<file path="src/rtl/pipeline_pkg.sv">
// Shared types for the data-memory arbiter: FSM states, requester IDs, default widths.
// No logic; imported by the arbiter.
// No flow control of its own.
package pipeline_pkg;

    localparam int ADDR_W = 64;
    localparam int DATA_W = 64;

    localparam logic REQ_CPU = 1'b0;
    localparam logic REQ_DBG = 1'b1;

    typedef enum logic [1:0] {
        IDLE     = 2'd0,
        CPU_WAIT = 2'd1,
        DBG_WAIT = 2'd2,
        DBG_DONE = 2'd3
    } arb_state_t;

endpackage

</file>
<file path="src/rtl/sat_counter.sv">
// Saturating up-counter with synchronous clear; at_limit flags cnt == LIMIT.
// Latency: count updates one cycle after inc/clr; at_limit is combinational on the count.
// No backpressure: clr wins over inc, inc is ignored once saturated.
module sat_counter #(
    parameter int W     = 4,
    parameter int LIMIT = 15
) (
    input  logic clock,
    input  logic reset,
    input  logic inc,
    input  logic clr,
    output logic at_limit
);

    localparam logic [W-1:0] LIM = W'(LIMIT);

    logic [W-1:0] cnt;

    always_ff @(posedge clock or negedge reset) begin
        if (!reset) begin
            cnt <= '0;
        end else if (clr) begin
            cnt <= '0;
        end else if (inc && (cnt != LIM)) begin
            cnt <= cnt + W'(1);
        end
    end

    assign at_limit = (cnt == LIM);

endmodule

</file>
<file path="src/rtl/dmem_arbiter.sv">
// Shares the data-memory port between the MEM stage (priority) and the debug/loader port.
// Latency: grant cycle + >=1 wait cycle; CPU load data is combinational in the completion cycle.
// Backpressure: cpu_stall freezes the pipeline; dbg_req is held until the dbg_ack pulse.
module dmem_arbiter
    import pipeline_pkg::*;
#(
    parameter int ADDR_W      = pipeline_pkg::ADDR_W,
    parameter int DATA_W      = pipeline_pkg::DATA_W,
    parameter int MAX_WAIT    = 4,
    parameter int MEM_TIMEOUT = 16
) (
    input  logic              clock,
    input  logic              reset,
    input  logic              cpu_req,
    input  logic              cpu_we,
    input  logic [ADDR_W-1:0] cpu_addr,
    input  logic [DATA_W-1:0] cpu_wdata,
    output logic [DATA_W-1:0] cpu_rdata,
    output logic              cpu_stall,
    input  logic              dbg_req,
    input  logic              dbg_we,
    input  logic [ADDR_W-1:0] dbg_addr,
    input  logic [DATA_W-1:0] dbg_wdata,
    output logic [DATA_W-1:0] dbg_rdata,
    output logic              dbg_ack,
    output logic              mem_req,
    output logic              mem_we,
    output logic [ADDR_W-1:0] mem_addr,
    output logic [DATA_W-1:0] mem_wdata,
    input  logic              mem_rvalid,
    input  logic [DATA_W-1:0] mem_rdata,
    output logic              mem_err
);

    localparam int STARVE_W = $clog2(MAX_WAIT + 1);
    localparam int WAIT_W   = (MEM_TIMEOUT > 2) ? $clog2(MEM_TIMEOUT) : 1;

    arb_state_t state, state_nxt;

    logic              in_cpu_wait, in_dbg_wait, in_wait;
    logic              wait_at_limit, starve_at_limit;
    logic              completing, timeout;
    logic              grant_cpu, grant_dbg, owner;
    logic              sel_we;
    logic [ADDR_W-1:0] sel_addr;
    logic [DATA_W-1:0] sel_wdata;
    logic [DATA_W-1:0] comp_data;
    logic [DATA_W-1:0] cpu_rdata_q;

    assign in_cpu_wait = (state == CPU_WAIT);
    assign in_dbg_wait = (state == DBG_WAIT);
    assign in_wait     = in_cpu_wait | in_dbg_wait;

    // A timed-out access completes in the same cycle the counter hits its limit.
    assign completing = in_wait & (mem_rvalid | wait_at_limit);
    assign timeout    = in_wait & ~mem_rvalid & wait_at_limit;
    assign comp_data  = mem_rvalid ? mem_rdata : '0;

    // DBG_DONE still sees the old dbg_req, so debug may only win from IDLE.
    assign grant_dbg = (state == IDLE) & dbg_req & (~cpu_req | starve_at_limit);
    assign grant_cpu = ((state == IDLE) | (state == DBG_DONE)) & cpu_req & ~grant_dbg;

    assign owner     = grant_dbg ? REQ_DBG : REQ_CPU;
    assign sel_we    = (owner == REQ_DBG) ? dbg_we    : cpu_we;
    assign sel_addr  = (owner == REQ_DBG) ? dbg_addr  : cpu_addr;
    assign sel_wdata = (owner == REQ_DBG) ? dbg_wdata : cpu_wdata;

    sat_counter #(
        .W     (STARVE_W),
        .LIMIT (MAX_WAIT)
    ) u_starve (
        .clock    (clock),
        .reset    (reset),
        .inc      (grant_cpu & dbg_req & (state == IDLE)),
        .clr      (grant_dbg),
        .at_limit (starve_at_limit)
    );

    sat_counter #(
        .W     (WAIT_W),
        .LIMIT (MEM_TIMEOUT - 1)
    ) u_wait (
        .clock    (clock),
        .reset    (reset),
        .inc      (in_wait & ~mem_rvalid),
        .clr      (~in_wait | completing),
        .at_limit (wait_at_limit)
    );

    always_ff @(posedge clock or negedge reset) begin
        if (!reset) begin
            state <= IDLE;
        end else begin
            state <= state_nxt;
        end
    end

    always_comb begin
        state_nxt = state;
        case (state)
            IDLE, DBG_DONE: begin
                if (grant_dbg) begin
                    state_nxt = DBG_WAIT;
                end else if (grant_cpu) begin
                    state_nxt = CPU_WAIT;
                end else begin
                    state_nxt = IDLE;
                end
            end
            CPU_WAIT: if (completing) state_nxt = IDLE;
            DBG_WAIT: if (completing) state_nxt = DBG_DONE;
            default:  state_nxt = IDLE;
        endcase
    end

    always_ff @(posedge clock or negedge reset) begin
        if (!reset) begin
            mem_req     <= 1'b0;
            mem_we      <= 1'b0;
            mem_addr    <= '0;
            mem_wdata   <= '0;
            cpu_rdata_q <= '0;
            dbg_rdata   <= '0;
            mem_err     <= 1'b0;
        end else begin
            mem_req <= grant_cpu | grant_dbg;
            if (grant_cpu | grant_dbg) begin
                mem_we    <= sel_we;
                mem_addr  <= sel_addr;
                mem_wdata <= sel_wdata;
            end
            if (in_cpu_wait & completing) begin
                cpu_rdata_q <= comp_data;
            end
            if (in_dbg_wait & completing) begin
                dbg_rdata <= comp_data;
            end
            if (timeout) begin
                mem_err <= 1'b1;
            end
        end
    end

    assign cpu_rdata = (in_cpu_wait & completing) ? comp_data : cpu_rdata_q;
    assign cpu_stall = reset & cpu_req & ~(in_cpu_wait & completing);
    assign dbg_ack   = (state == DBG_DONE);

endmodule

</file>
<file path="config.mk">
export PLATFORM = sky130hd
export DESIGN_NAME = dmem_arbiter
export DESIGN_NICKNAME = d
export VERILOG_FILES = /design/src/rtl/pipeline_pkg.sv /design/src/rtl/sat_counter.sv /design/src/rtl/dmem_arbiter.sv
export SDC_FILE = /design/constraint.sdc
export NUM_CORES = 1
export LEC_CHECK = 0
export BUFFER_PORTS_ARGS = -buffer_cell sky130_fd_sc_hd__buf_2
export CAP_MARGIN = 20
export CORE_AREA = 2 2 228 230
export DETAILED_ROUTE_END_ITERATION = 7
export DIE_AREA = 0 0 230 232
export HOLD_SLACK_MARGIN = 0.05
export PLACE_DENSITY = 0.51
export SKIP_CTS_REPAIR_TIMING = 1
export SYNTH_ARGS = -nofsm -noshare
export SYNTH_HDL_FRONTEND = slang
export SYNTH_SLANG_ARGS = --single-unit
</file>
<file path="constraint.sdc">
create_clock -name clock -period 3.7 [get_ports clock]
set_input_delay 0.185 -clock clock [delete_from_list [all_inputs] [get_ports clock]]
set_output_delay 0.185 -clock clock [all_outputs]
set_load 0.02 [all_outputs]
</file>
==> summary.txt <==
Layout
  – Fill count: 5104
  – FF+latch area: 6710 µm²
  – Commonest non-fill, non-tap cell in the layout: buf_2
  – Footprint of the multi-input gates: 4160 µm²
  – Area grow syn2layout: 68.0%
  – Nets: 2406
  – Share of layout cells above drive strength 1: 0.323
  – Most frequent cells in the layout: 585 x buf_2, 324 x dlygate4sd3_1, 268 x dfrtp_1, 263 x nand2_1, 131 x a31oi_1

Global routing
  – First-pass GRT wire length: 69000 µm
  – Most Crowded Layer GR: met2
  – Largest net degree at the start of global routing: 136
  – Initial antenna violation count: 0
  – GR Util met2: 0.270
  – GR Util met1: 0.201
  – Gr usage total: 0.163
  – Vias in the first global route: 11835
  – GR Util met3: 0.0459
  – Grt ovf: 0

Placement
  – GPL Wtd Cong: 0.866
  – Dpl hpwl: 32000 µm
  – Setup Slack @ Placement: 0.864 ns
  – Port Buf Inserts: 587

Clocking
  – Clk sinks: 268
  – CTS max path bufs: 3
  – Worst skew pair latency: 0.53 ns
  – H-tree levels: 2
  – Clk root buf: clkbuf_16
  – CTS Buf Count: 34
  – TritonCTS clock tree: built
  – Reg clk slew, reported paths: 0.06 ns

Floorplanning
  – Rows: 83
  – Die height: 232 µm
  – Core Area: 50900 µm²
  – Starting Density: 0.229
  – Die area: 53400 µm²
  – Ports: 588
  – Die W: 230 µm

Critical path
  – Worst path required time: 3.51 ns
  – Crit path max fanout: 43
  – Crit path max-delay cell type: and3_2
  – CP Data Arrival Time: 3.21 ns
  – Worst R2R Path Depth: 7
  – WP depth: 6
  – Worst-path cell chain: inv_1 > ha_2 > and3_2 > buf_4 > o21ai_0 > buf_2
  – Cell family with the largest share of critical-path delay: simple AND/OR/NAND/NOR gates
  – Worst Path Buf+Inv: 3
  – WS Path Type: reg -> out
  – Max incr delay on CP: 0.89 ns
  – CP endpoint kind: primary output
  – CP startpoint kind: register

Routing
  – Drt drc: 0
  – DR pass1 iterations: 5
  – Total Wirelength: 49200 µm
  – Initial DRC Count: 773
  – Wire per inst: 17.7 µm
  – Via density: 4.73
  – Final ANT Viol Nets: 0
  – DR vias: 13115

Yosys
  – Syn_area_per_cell: 9.56 µm²
  – Mapped Cells: 1219
  – Post-synthesis sequential area ratio: 0.576
  – Syn_nets: 1553
  – Post-synthesis cell area: 11600 µm²
  – Cell variety after synth: 35
  – Synthesis-stage register bit count: 268
  – Ys Warns: 0

Timing
  – RSZ-0062 raised after global routing: false
  – Highest clock rate: 0.294 GHz
  – Tcrit/Tclk final: 0.918
  – Tmin final: 3.40 ns
  – Fin. max-slew vios: 0
  – Slew of the pin with the lowest slew margin: 0.963 ns
  – Rel. slew slack: 0.358
  – Setup Viol. Count Final: 0
  – Final worst slack: 0.303 ns
  – Clk_skew: 0.0171 ns
  – Setup TNS: 0 ns
  – Fin. Hold Viols: 0

Outcome
  – Outcome: complete, no violations

Job
  – Maxcap violations: 0

Worst hold path
  – Hold depth: 3
  – Worst hold path type: in -> reg

Power and ir drop
  – Overall Power: 17.0 mW
  – Worst vdd ir: 0.619 mV
  – Power density cells: 868 nW/µm²
  – Leakage: 9.30 nW
worst register-to-register path, stage by stage (launching register included):
cell,delay [ns]
dfrtp_1,0.39
inv_1,0.10
ha_2,0.59
nand2b_4,0.75
buf_12,0.35
nand2_1,0.13
a31oi_1,0.20
dlygate4sd3_1,0.58
cell usage after synthesis:
| cell type | count | area share |
|---|---|---|
| dfrtp_1 | 268 | 0.58 |
| nor2b_1 | 1 | 0.00054 |
| clkbuf_1 | 61 | 0.020 |
| a21oi_1 | 2 | 0.00086 |
| buf_2 | 56 | 0.024 |
| o21ai_1 | 58 | 0.025 |
| a21boi_2 | 1 | 0.00097 |
| nand2b_1 | 1 | 0.00054 |
| o221ai_1 | 1 | 0.00075 |
| buf_6 | 2 | 0.0019 |
| a32o_1 | 64 | 0.055 |
| nor2_1 | 8 | 0.0026 |
| nand3_1 | 3 | 0.0013 |
| buf_1 | 1 | 0.00032 |
| nor3_1 | 129 | 0.055 |
| a31oi_1 | 131 | 0.070 |
| a21o_1 | 1 | 0.00064 |
| o21bai_1 | 1 | 0.00064 |
| buf_4 | 3 | 0.0019 |
| o21ai_0 | 9 | 0.0039 |
| and2_1 | 1 | 0.00054 |
| nand2_1 | 264 | 0.085 |
| xor2_1 | 2 | 0.0015 |
| a31o_2 | 1 | 0.00075 |
| inv_1 | 70 | 0.023 |
| or2_1 | 1 | 0.00054 |
| xnor2_1 | 1 | 0.00075 |
| or3_1 | 1 | 0.00054 |
| ha_1 | 7 | 0.0075 |
| nand4_1 | 65 | 0.035 |
| nand4b_1 | 1 | 0.00075 |
| o41a_1 | 1 | 0.00097 |
| nand2_2 | 1 | 0.00054 |
| and3_1 | 1 | 0.00054 |
| a211oi_1 | 1 | 0.00064 |
layout make-up:
type	count	area share
sequential	268	0.343
timing repair buffer	940	0.333
multi-input combinational	758	0.213
clock buffer	52	0.0521
tap	680	0.0435
inverter	70	0.0134
clock inverter	6	0.00198
antenna	1	0.000128
flip-flops by register name (all words and copies together) (netlist names):
signal / cells
mem_req: 1
u_starve.cnt: 3
state: 2
u_wait.cnt: 4
mem_addr: 64
mem_err: 1
dbg_rdata: 64
mem_wdata: 64
cpu_rdata_q: 64
mem_we: 1
metal layers:
layer | wire, µm | up-vias
met5 | 0 | -
met4 | 1550 | 0
met3 | 3800 | 100
met2 | 24200 | 565
met1 | 19600 | 6412
li1 | - | 6038
final timing paths:
path,slack (ns),start,end
min in group asynchronous,0.23,reset,dbg_rdata[57]$_DFFE_PN0P_
worst max register to register,0.55,state[1]$_DFFE_PN0P_,mem_addr[24]$_DFFE_PN0P_
worst max-delay path,0.30,state[1]$_DFFE_PN0P_,cpu_rdata[54]
worst min-delay path,0.09,mem_rvalid,cpu_rdata_q[18]$_DFF_PN0_
worst min register to register,0.46,u_wait.cnt[0]$_DFFE_PN0P_,u_wait.cnt[0]$_DFFE_PN0P_
max in group asynchronous,2.48,reset,dbg_rdata[35]$_DFFE_PN0P_
power by group:
group	internal [mW]	switching, mW
logic	3.59	5.18
registers	4.36	0.705
clock network	1.89	1.27
metrics by stage:
step | hold WS [ns] | cells | utilization | cell area, µm²
after global routing | 0.0754 | 2774 | 0.384 | 19600
after global placement | 0.225 | 2392 | 0.300 | 15300
after CTS | -0.355 | 2450 | 0.321 | 16300
after floorplan | -0.111 | 1219 | - | 11600
after detailed placement | 0.232 | 2392 | 0.300 | 15300
final | 0.0907 | 2775 | 0.385 | 19600
kinds of logic after synthesis:
kind of cell    synth area share
fa+ha+maj                0.00752
simple gates               0.184
buf+inv                   0.0705
xor+xnor                 0.00226
compound gates             0.160
flops                      0.576
Power figures use the tool's default switching activity.
